==> src/rtl/pipeline_ctrl.sv <==
// Pipeline sequencing for the 5-stage MIPS core: stage enables/flushes,
// halt drain FSM and a saturating stall-cycle counter.
module pipeline_ctrl #(
    parameter int CNT_W = 16
) (
    input  logic             CLK,
    input  logic             nRST,
    input  logic             ihit,
    input  logic             dhit,
    input  logic             mem_dren,
    input  logic             mem_dwen,
    input  logic             ex_memread,
    input  logic [4:0]       ex_rt,
    input  logic [4:0]       id_rs,
    input  logic [4:0]       id_rt,
    input  logic             id_jump,
    input  logic             id_halt,
    input  logic             ex_branch_taken,
    input  logic             wb_halt,
    output logic             pc_en,
    output logic             ifid_en,
    output logic             idex_en,
    output logic             exmem_en,
    output logic             memwb_en,
    output logic             ifid_nop,
    output logic             idex_nop,
    output logic             exmem_nop,
    output logic             memwb_nop,
    output logic             halt,
    output logic [CNT_W-1:0] stall_cnt
);

    typedef enum logic [1:0] {
        RUN    = 2'd0,
        DRAIN  = 2'd1,
        HALTED = 2'd2
    } state_t;

    state_t             r_state;
    state_t             w_next_state;
    logic [CNT_W-1:0]   r_stall_cnt;
    logic               w_dstall;
    logic               w_lu_hazard;

    assign w_dstall    = (mem_dren | mem_dwen) & ~dhit;
    assign w_lu_hazard = ex_memread & (ex_rt != 5'd0) &
                         ((ex_rt == id_rs) | (ex_rt == id_rt));

    always_ff @(posedge CLK or negedge nRST) begin
        if (!nRST) begin
            r_state <= RUN;
        end else begin
            r_state <= w_next_state;
        end
    end

    // Priority in RUN: data stall, taken branch, halt, load-use, jump, fetch miss.
    always_comb begin
        pc_en        = 1'b0;
        ifid_en      = 1'b0;
        idex_en      = 1'b0;
        exmem_en     = 1'b0;
        memwb_en     = 1'b0;
        ifid_nop     = 1'b0;
        idex_nop     = 1'b0;
        exmem_nop    = 1'b0;
        memwb_nop    = 1'b0;
        halt         = 1'b0;
        w_next_state = r_state;
        if (!nRST) begin
            w_next_state = RUN;
        end else begin
            case (r_state)
                RUN: begin
                    pc_en    = 1'b1;
                    ifid_en  = 1'b1;
                    idex_en  = 1'b1;
                    exmem_en = 1'b1;
                    memwb_en = 1'b1;
                    if (w_dstall) begin
                        pc_en     = 1'b0;
                        ifid_en   = 1'b0;
                        idex_en   = 1'b0;
                        exmem_en  = 1'b0;
                        memwb_nop = 1'b1;
                    end else if (ex_branch_taken) begin
                        ifid_nop = 1'b1;
                        idex_nop = 1'b1;
                    end else if (id_halt) begin
                        pc_en        = 1'b0;
                        ifid_nop     = 1'b1;
                        w_next_state = DRAIN;
                    end else if (w_lu_hazard) begin
                        pc_en    = 1'b0;
                        ifid_en  = 1'b0;
                        idex_nop = 1'b1;
                    end else if (id_jump) begin
                        ifid_nop = 1'b1;
                    end else if (!ihit) begin
                        pc_en    = 1'b0;
                        ifid_nop = 1'b1;
                    end
                end
                DRAIN: begin
                    ifid_en  = 1'b1;
                    ifid_nop = 1'b1;
                    memwb_en = 1'b1;
                    if (w_dstall) begin
                        memwb_nop = 1'b1;
                    end else begin
                        idex_en  = 1'b1;
                        exmem_en = 1'b1;
                    end
                    if (wb_halt) begin
                        w_next_state = HALTED;
                    end
                end
                HALTED: begin
                    halt = 1'b1;
                end
                default: begin
                    w_next_state = RUN;
                end
            endcase
        end
    end

    // Counts frozen-PC cycles while the core is live; saturates rather than wraps.
    always_ff @(posedge CLK or negedge nRST) begin
        if (!nRST) begin
            r_stall_cnt <= '0;
        end else if ((r_state != HALTED) && !pc_en && (r_stall_cnt != {CNT_W{1'b1}})) begin
            r_stall_cnt <= r_stall_cnt + 1'b1;
        end
    end

    assign stall_cnt = r_stall_cnt;

endmodule
==> config.mk <==
export PLATFORM = sky130hd
export DESIGN_NAME = pipeline_ctrl
export DESIGN_NICKNAME = d
export VERILOG_FILES = /design/src/rtl/pipeline_ctrl.sv
export SDC_FILE = /design/constraint.sdc
export NUM_CORES = 1
export LEC_CHECK = 0
export BUFFER_PORTS_ARGS = -buffer_cell sky130_fd_sc_hd__buf_2
export CORE_ASPECT_RATIO = 0.8
export CORE_MARGIN = 4
export CORE_UTILIZATION = 34
export DETAILED_ROUTE_END_ITERATION = 6
export SYNTH_ARGS = -nofsm -noshare
export SYNTH_HDL_FRONTEND = slang
export SYNTH_SLANG_ARGS = --single-unit
==> constraint.sdc <==
create_clock -name CLK -period 4.9 [get_ports CLK]
set_clock_uncertainty 0.05 [all_clocks]
set_input_delay 0.245 -clock CLK [delete_from_list [all_inputs] [get_ports CLK]]
set_output_delay 0.245 -clock CLK [all_outputs]
set_load 0.05 [all_outputs]
* Yosys cells after proc, flatten, opt, wreduce, memory -nomap -nowiden
Cells that the tools add are included.
Widths: inputs -> output; s select.
** Storage, ports and cells
- Bits in registers :: 18
- Latch bits :: 0
- Memory bits (writable) :: 0
- Bits in read-only memories :: 0
- Bits of input ports :: 26
- Output and inout port bits :: 26
- Word-level logic and storage cells :: 71
- Memories kept :: 0
** Operators by class
- Add/sub/neg operators :: 1
- $mul :: 0
- Div/mod/pow operators :: 0
- Order comparisons :: 0
- Eq/ne operators :: 11
- Shifts and indexed selects :: 0
- Muxes and demuxes :: 44
- Bitwise operators :: 6
- Reductions and logical operators :: 7
** Operator list (number)
- $mux 1 :: 36
- $add 16x1->16 const B :: 1
- $ne 16x16->1 const B :: 1
- $ne 3x3->1 const B :: 4
- $eq 5x5->1 :: 2
- $mux 2 :: 5
- $pmux 2 s3 :: 1
- $reduce_and 5->1 :: 1
- $reduce_bool 5->1 :: 1
- $ne 2x2->1 const B :: 2
- $pmux 1 s2 :: 2
- $and 1x1->1 :: 3
- $eq 2x1->1 const B :: 1
- $eq 2x2->1 const B :: 1
- $logic_and 1x1->1 :: 2
- $logic_not 2->1 :: 1
- $or 1x1->1 :: 2
- $reduce_or 2->1 :: 1
- $logic_not 1->1 :: 1
- $not 1->1 :: 1

* Longest topological paths before layout
- Depth in word-level cells :: 12
- Gate-level depth with buffers :: 9

* Least setup slack after synthesis
OpenSTA, ideal clock, no wires.
- Path kind :: register -> output
- Start point :: register r_state[1]
- End point :: output port pc_en
- Arrival time :: 2.368 ns
- Data required time :: 4.605 ns
- Slack :: 2.237 ns
- Cell stages (with the launch flop) :: 6
- Path buffers :: 0
- Cells stage by stage :: dfrtp_1 -> nand2b_1 -> inv_1 -> nand2_1 -> nor2_1 -> a21boi_0
** On the way
- Longest elaborated chain between the ends :: 3
** RTL lines
- from (decl) :: RTL line 39 : state_t r_state;
- from (signal assigned) :: RTL line 53 : r_state <= w_next_state;
- $logic_not 2->1 :: RTL line 73 : case (r_state)
- $mux 1 :: RTL line 73
- $mux 1 :: RTL line 70 : if (!nRST) begin
- to (decl) :: RTL line 20 : output logic pc_en,
Every way passes these cells.

* Worst setup path after layout
- Start point :: input port nRST
- End point :: output port pc_en
** On the way
- Longest elaborated chain between the ends :: 1
** RTL lines
- from (decl) :: RTL line 7 : input logic nRST,
- $mux 1 :: RTL line 70
Every way passes these cells.

==> run metrics <==
CORE AREA=3150 µm²; drt pass-1 iters=4; internal cell power=393 µW; Worst R2R End=stall_cnt[9]; Setup TNS=0 ns; Die W=72.6 µm; CTS Buf Count=3; Cells on Worst Hold Path=3; Final HPWL DP=2100 µm; crit path from=nRST; Max-Cap Viols=0; final critical-path required period=2.55 ns; hold_sp=id_halt; sequential power share=0.332; starting density of the core=0.360; Setup CP Type=in -> out; # setup viols final=0; DR iter-0 viols=35; Syn Area/Cell=9.02 µm²; NumNets Final=206; TritonCTS clock tree=built; GPL Wtd Cong=approximately 0.76; Tcrit/Tclk final=0.520; CP max FO=21; CP Capture Type=output pin; most frequent cells in the layout=buf_2, nor2_1, xor2_1, dfrtp_1, nand2_1; #FFs+latches synth=18; initial antenna violation count=0; CP Launch Type=input port; Mapped Cells=126; commonest non-fill, non-tap cell in the layout=buf_2; register area share after synthesis=0.396; Reg clk slew, reported paths=roughly 0.060 ns; GRT Total Usage=0.129; Comb pwr share=0.553; die footprint=4340 µm²; filler cell count=338; Post-synth ARST share=1.00; Switching Fraction=0.545; H-tree depth=1; Die Height=59.7 µm; Final Hold Viols=0; # diodes=0; Netlist cell types=34; WL final=2620 µm; NetSw=471 µW; f_max=slightly below 400 MHz; via count=1025; leakage power=0.690 nW; layout cells sized above 1=0.328; Buffers on Ports=50; CTS root buffer=clkbuf_8; Worst Hold End=r_state[0]; post-route antenna net violation count=0; power after layout=864 µW; Avg Vias per Cell=4.72; Hold Path Class=in -> reg; Residual DRC=0; Crit Reg-Reg Startpoint=stall_cnt[0]; clk_lat worst skew=0.25 ns; crit path DAT=2.25 ns; number of global-route vias before repair=1022; Area growth, synth to finish=28.6%; VDD IR max=0.000481 V; Post-Synthesis Cell Area=1140 µm²; pwr dens=591 nW/µm²; first-pass GRT wire length=4450 µm; boundary pin count=between 50 and 60; largest net degree at the start of global routing=22; Clk pwr share=0.116; std cell rows=18; clk sink count=18; total grt overflow=0; syn nets=153; R2R setup slack=roughly 2.8 ns; CTS Buffer Depth=2; Main synth FF type=dfrtp_1; Worst R2R Path Depth=8; Synth Warn #=0; fin. max-slew vios=0; unrepaired setup endpoints after global routing=false; status=finished, final reports clean; Post-synth EDFFs=0; routed len/inst=around 12 µm; CP required=4.61 ns
power by group through the flow:
stage                     Sequential (mW)  Clock [mW]  Combinational, mW
after global placement              0.286           0              0.477
after CTS                           0.287       0.104              0.484
after detailed placement            0.289           0              0.481
final                               0.287       0.100              0.478
after global routing                0.300       0.111              0.511
after floorplan                     0.496           0              0.152
Yosys cell counts (2+ instances only):
library cell  instances  share of area
nand2b_1              2          0.011
inv_1                 5          0.017
buf_4                 2          0.013
o21ai_2               2          0.015
nand2_1               9          0.030
xnor2_1               3          0.023
xor2_1               22           0.17
nand4_1               2          0.011
nor2_1               23          0.076
a21oi_1               2         0.0088
dfrtp_1              18           0.40
and3_1                2          0.011
nor4_1                4          0.022
nand3_1               6          0.026
nor3_1                5          0.022
sequential cells by signal (all words and copies together), names as in the netlist:
register	count
stall_cnt	16
r_state	2
metal layers:
layer / global-route usage / part of all wire
met2: 0.226 / 0.50
met5: 0 / 0
met1: 0.157 / 0.43
met4: 0.0211 / 0.0042
met3: 0.0437 / 0.058
worst max-delay path, stage by stage:
cell           delay (ns)
dlygate4sd3_1        0.53
buf_2                0.39
nand2b_1             0.20
inv_1                0.11
nand2_1              0.07
nor2_1               0.17
a21boi_0             0.23
buf_2                0.30
how the worst max path moves through the flow:
| stage | to | slack (ns) | cells after the start |
|---|---|---|---|
| 2_1_floorplan | pc_en | 2.24 | 5 |
| 3_3_place_gp | stall_cnt[1] | 2.76 | 8 |
| 3_5_place_dp | stall_cnt[1] | 2.68 | 8 |
| 4_1_cts | pc_en | 2.31 | 8 |
| 5_1_grt | pc_en | 2.10 | 8 |
| 6_report | pc_en | 2.35 | 8 |
cells by family after synthesis:
logic type,synth area share
mux,0.0220
fa+ha+maj,0.0110
flops,0.396
compound gates,0.0848
buf+inv,0.0396
other cells,0.00330
xor+xnor,0.193
simple gates,0.250
final cells by class:
class | count | area, µm² | area share
sequential | 18 | 450 | 0.308
tap | 40 | 50.0 | 0.0342
clock buffer | 3 | 41.3 | 0.0283
timing repair buffer | 51 | 260 | 0.178
multi-input combinational | 100 | 641 | 0.438
inverter | 5 | 18.8 | 0.0128
metrics by stage:
step / area (µm²) / utilization / hold slack [ns] / instances / setup slack, ns
after floorplan: 1140 / - / -0.101 / 126 / 2.24
after global placement: 1410 / 0.447 / 0.160 / 213 / 2.76
after detailed placement: 1410 / 0.447 / 0.166 / 213 / 2.68
after CTS: 1460 / 0.463 / 0.313 / 217 / 2.31
after global routing: 1460 / 0.463 / 0.324 / 217 / 2.10
final: 1460 / 0.463 / 0.310 / 217 / 2.35
timing repair:
action / in CTS / in global routing
endpoints found under the hold margin: 18 / 0
buffers inserted: 0 / 0
gates resized for setup: 0 / 0
hold buffers: 1 / 0
No activity file was read; power rests on OpenSTA's default activity.
